===== config.mk =====
export PLATFORM = sky130hd
export DESIGN_NAME = fetch_vector_control
export DESIGN_NICKNAME = d
export VERILOG_FILES = /design/src/rtl/fetch_vector_control.sv
export SDC_FILE = /design/constraint.sdc
export NUM_CORES = 1
export LEC_CHECK = 0
export ABC_AREA = 1
export BUFFER_PORTS_ARGS = -buffer_cell sky130_fd_sc_hd__buf_2
export CAP_MARGIN = 20
export CORE_UTILIZATION = 55
export DETAILED_ROUTE_END_ITERATION = 16
export PLACE_DENSITY = 0.89
export SYNTH_ARGS = -nofsm -noshare
export SYNTH_HDL_FRONTEND = slang
export SYNTH_SLANG_ARGS = --single-unit

===== constraint.sdc =====
create_clock -name clk -period 3.04 [get_ports clk]
set_input_delay 0.608 -clock clk [delete_from_list [all_inputs] [get_ports clk]]
set_output_delay 0.608 -clock clk [all_outputs]
set_load 0.005 [all_outputs]

===== src/rtl/fetch_vector_control.sv =====
// fetch_vector_control
//   Sequences vector fetches for reset and for NUM_INT fixed-priority interrupt
//   lines (line 0 highest). While a lookup is in progress the fetch stage is
//   held (extend) and the vector source is presented on fetchSrc. A lookup
//   advances only on cycles where instruction memory accepts it (mem_ready) and
//   completes after LOOK_CYCLES such cycles. At that point the serviced line is
//   acked, and the next pending line (if any) is started back-to-back.
//
//   Optional build macro: FETCH_VEC_MASK_EN adds the int_mask port. Masked
//   lines are ignored for arbitration. Without the macro, all lines are enabled.
//
// Ports
//   clk        clock, all state updates on posedge
//   rst        synchronous active-high reset; starts a reset-vector lookup
//   int_req    level interrupt requests, held until acked
//   mem_ready  memory accepted this lookup cycle
//   int_mask   per-line enable, 1=enabled (FETCH_VEC_MASK_EN only)
//   extend     hold fetch stage during a lookup
//   fetch      vector-fetch strobe to PC-select
//   fetchSrc   0=reset vector, k+1=interrupt line k
//   int_ack    one-hot, one-cycle acknowledge of the serviced line
//   busy       high while a lookup is in progress
module fetch_vector_control #(
  parameter int NUM_INT     = 3,
  parameter int LOOK_CYCLES = 1,
  localparam int SRC_W      = $clog2(NUM_INT + 1)
) (
  input  logic               clk,
  input  logic               rst,
  input  logic [NUM_INT-1:0] int_req,
  input  logic               mem_ready,
`ifdef FETCH_VEC_MASK_EN
  input  logic [NUM_INT-1:0] int_mask,
`endif
  output logic               extend,
  output logic               fetch,
  output logic [SRC_W-1:0]   fetchSrc,
  output logic [NUM_INT-1:0] int_ack,
  output logic               busy
);

  typedef enum logic {NORM = 1'b0, LOOK = 1'b1} state_t;

  localparam logic [7:0] CNT_LAST = 8'(LOOK_CYCLES - 1);

  state_t             state, state_nxt;
  logic [SRC_W-1:0]   src, src_nxt;
  logic [7:0]         cnt, cnt_nxt;
  logic               is_int, is_int_nxt;
  logic [NUM_INT-1:0] eff;
  logic [NUM_INT-1:0] remain;
  logic               done;

  // Lowest set index wins; result is the fetchSrc encoding (index+1), 0 if none.
  function automatic logic [SRC_W-1:0] pick(input logic [NUM_INT-1:0] v);
    logic [SRC_W-1:0] w;
    w = '0;
    for (int i = NUM_INT - 1; i >= 0; i--) begin
      if (v[i]) w = SRC_W'(i + 1);
    end
    return w;
  endfunction

`ifdef FETCH_VEC_MASK_EN
  assign eff = int_req & int_mask;
`else
  assign eff = int_req;
`endif

  assign done = (state == LOOK) && mem_ready && (cnt == CNT_LAST);

  // The ack decodes from registered src so a line masked or dropped during
  // its own lookup is still acked when that lookup completes.
  always_comb begin
    int_ack = '0;
    if (done && is_int) begin
      for (int i = 0; i < NUM_INT; i++) begin
        if (src == SRC_W'(i + 1)) int_ack[i] = 1'b1;
      end
    end
  end

  // Requests still waiting once the line being acked is removed.
  assign remain = eff & ~int_ack;

  always_comb begin
    state_nxt  = state;
    src_nxt    = src;
    cnt_nxt    = cnt;
    is_int_nxt = is_int;
    case (state)
      NORM: begin
        if (eff != '0) begin
          state_nxt  = LOOK;
          src_nxt    = pick(eff);
          cnt_nxt    = '0;
          is_int_nxt = 1'b1;
        end
      end
      LOOK: begin
        if (mem_ready) begin
          if (cnt == CNT_LAST) begin
            cnt_nxt = '0;
            if (remain != '0) begin
              state_nxt  = LOOK;
              src_nxt    = pick(remain);
              is_int_nxt = 1'b1;
            end else begin
              state_nxt  = NORM;
              src_nxt    = '0;
              is_int_nxt = 1'b0;
            end
          end else begin
            cnt_nxt = cnt + 8'd1;
          end
        end
      end
      default: state_nxt = NORM;
    endcase
  end

  always_ff @(posedge clk) begin
    if (rst) begin
      state  <= LOOK;
      src    <= '0;
      cnt    <= '0;
      is_int <= 1'b0;
    end else begin
      state  <= state_nxt;
      src    <= src_nxt;
      cnt    <= cnt_nxt;
      is_int <= is_int_nxt;
    end
  end

  assign extend   = (state == LOOK);
  assign fetch    = (state == LOOK);
  assign busy     = (state == LOOK);
  assign fetchSrc = (state == LOOK) ? src : '0;

endmodule


==> flow_summary.toml <==
[detailed_routing]
drt-initial-drc-count = 39
drt-pass1-iter-count = 4
vias = 808
ant_nets = 0
wire_per_inst_um = 11.31
drt_wl_total_um = 1742
route.detailed.drc = 0
avgViaCountPerCell = 5.247

[run_status]
status = "finished clean"

[critical_path]
reg2reg_slack_ps = 1530
end_kind = "output pin"
path_max_fanout = 10
criticalPathCategory = "reg2out"
reg2reg_depth = 7
startpoint_type = "flip-flop"
cp_data_required_time_ps = 2430
cp.arrival_ps = 1460

[timing]
timing.slew.headroom = 0.7007
maxSlewViolCount = 0
skew_ps = 1.283
rsz0062_at_grt = "false"
worst_slew_pin_slew_ps = 448.3
min_period_ps = 2069
hold_violations = 0
finalSetupViolCount = 0
min_period_over_period = 0.6807
max_freq_mhz = 483.2
setup_tns_ps = 0

[clock_tree]
clk_latency_ps = 280
cts_tree = "built"
cts_setup_buffers = 0
cts_root_buf = "clkbuf_4"
numClockSinks = 12
cts_resized = 0
clk_pin_slew_worst_paths_ps = 80
numCtsBuffers = 3
max-clock-path-buffers = 2
htreeDepth = 1
ctsHoldBuffers = 0

[yosys]
ys_ff_latch = 12
synth.area.top_cells = "dfxtp_1 29%, nand2_1 12%, inv_1 9.6%"
ys_types = 27
synth-edff-count = 0
netlist_area_um2 = 819.5
synthFlopType = "dfxtp_1"
synth_top_cell_by_area = "dfxtp_1"
ys_warn_count = 0
synth.net_count = 133
ys_seq_area_frac = 0.2931
ys_async_sr_fraction = 0
synth.avg_cell_area_um2 = 6.556
syn_inst = 125
yosysTopAreaCellShare = 0.2931

[finish]
post-route-util = 0.6821
area_delta_synth_final_pct = 12.37
layout_commonest_cell = "nand2_1"
nets = 148
num_antenna_cells = 0
drive_above_1_share = 0.2302
final_cell_mix = "27 x nand2_1, 21 x inv_1, 15 x nor2_1"
fill_cells = 108

[floorplan]
num_io_pins = 14
die_width_um = 40.60
start_util = 0.6070
die_h_um = 40.60
std_cell_rows = 13
core_um2 = 1350
die_area_um2 = 1648

[global_routing]
grt_antenna_before_repair = 0
grt_pass1_vias = 666
grt_use_total = 0.2614
grt_pass1_wl_um = 2725
grt_max_degree = 11
overflow = 0

[pwr]
leakage_nw = 0.4624
ir_drop_mv = 0.2061
p_per_area_nw_per_um2 = 378.8

[min_path]
whs_path_depth = 2
min_path_type = "reg2reg"

[job]
drv_cap = 0

[place]
gp_congestion = 0.9237
port_buffers = 13
hpwl_um = 1293
==> Yosys cell counts (2+ instances only) <==
cell type and number:
nand2_1 27, inv_1 21, nor2_1 15, dfxtp_1 12, a21oi_1 11, o21ai_0 5
nand3_1 4, inv_2 3, buf_4 2, ha_1 2, nand3b_1 2, nand4_1 2
nor2_2 2, nor2_4 2, nor3_1 2, o21ai_1 2
==> cell families (layout without fill, tap and decap cells) <==
| family | after synthesis | in the layout | share of synthesized area |
|---|---|---|---|
| XOR/XNOR | 1 | 1 | 0.01069 |
| flip-flops | 12 | 12 | 0.2931 |
| buffers and inverters | 29 | 43 | 0.1435 |
| AO/OA/AOI/OAI | 21 | 21 | 0.1557 |
| adder cells (fa/ha/maj) | 2 | 2 | 0.03053 |
| AND/OR/NAND/NOR | 60 | 60 | 0.3664 |
==> state kept, by name, summed over array words and instances, names as in the netlist <==
signal  flops
cnt         8
src         2
busy        1
is_int      1
==> worst max-delay path, stage by stage (launching register included) <==
cell      delay, ps
dfxtp_1         600
nand2_4         150
clkinv_2        130
nand4_1         130
inv_1            70
buf_2           100
==> report_power, final <==
group	switching (W)	internal (W)	total, W
Clock	0.0000588	0.0000730	0.000132
Sequential	0.00000683	0.000162	0.000168
Combinational	0.0000303	0.0000183	0.0000486
==> area by class of cell <==
type                            instances  area [um^2]  share of cell area
Timing Repair Buffer                   13        65.06             0.07065
Sequential cell                        12        240.2              0.2609
Tap cell                               15        18.77             0.02038
Multi-Input combinational cell         84        461.7              0.5014
Clock buffer                            4        36.28             0.03940
Inverter                               26        98.84              0.1073
==> routing by layer <==
| metal | routed length, um | track usage | vias to the layer above |
|---|---|---|---|
| met3 | 73 | 0.09444 | 7 |
| met5 | 0 | 0 | - |
| met4 | 38 | 0.1833 | 0 |
| met2 | 829 | 0.3770 | 19 |
| li1 | - | - | 414 |
| met1 | 801 | 0.3158 | 368 |
==> final timing paths <==
path                             start         end
worst max register to register    busy        busy
worst max-delay path              busy  int_ack[1]
worst min-delay path            cnt[6]      cnt[6]
worst min register to register  cnt[6]      cnt[6]
==> stage by stage <==
stage	hold WS (ps)	worst slack (ps)	cells	power [W]	cell area, um^2
global placement	469.3	1211	150	0.0002179	884.6
finish	483.5	970.6	154	0.0003488	920.9
floorplan	452.0	1467	125	0.0002043	819.5
global route	526.0	896.5	154	0.0003665	920.9
CTS	486.0	974.9	154	0.0003503	920.9
detailed placement	474.0	1177	150	0.0002198	884.6
Note: power is estimated with default switching activity, not from simulation.
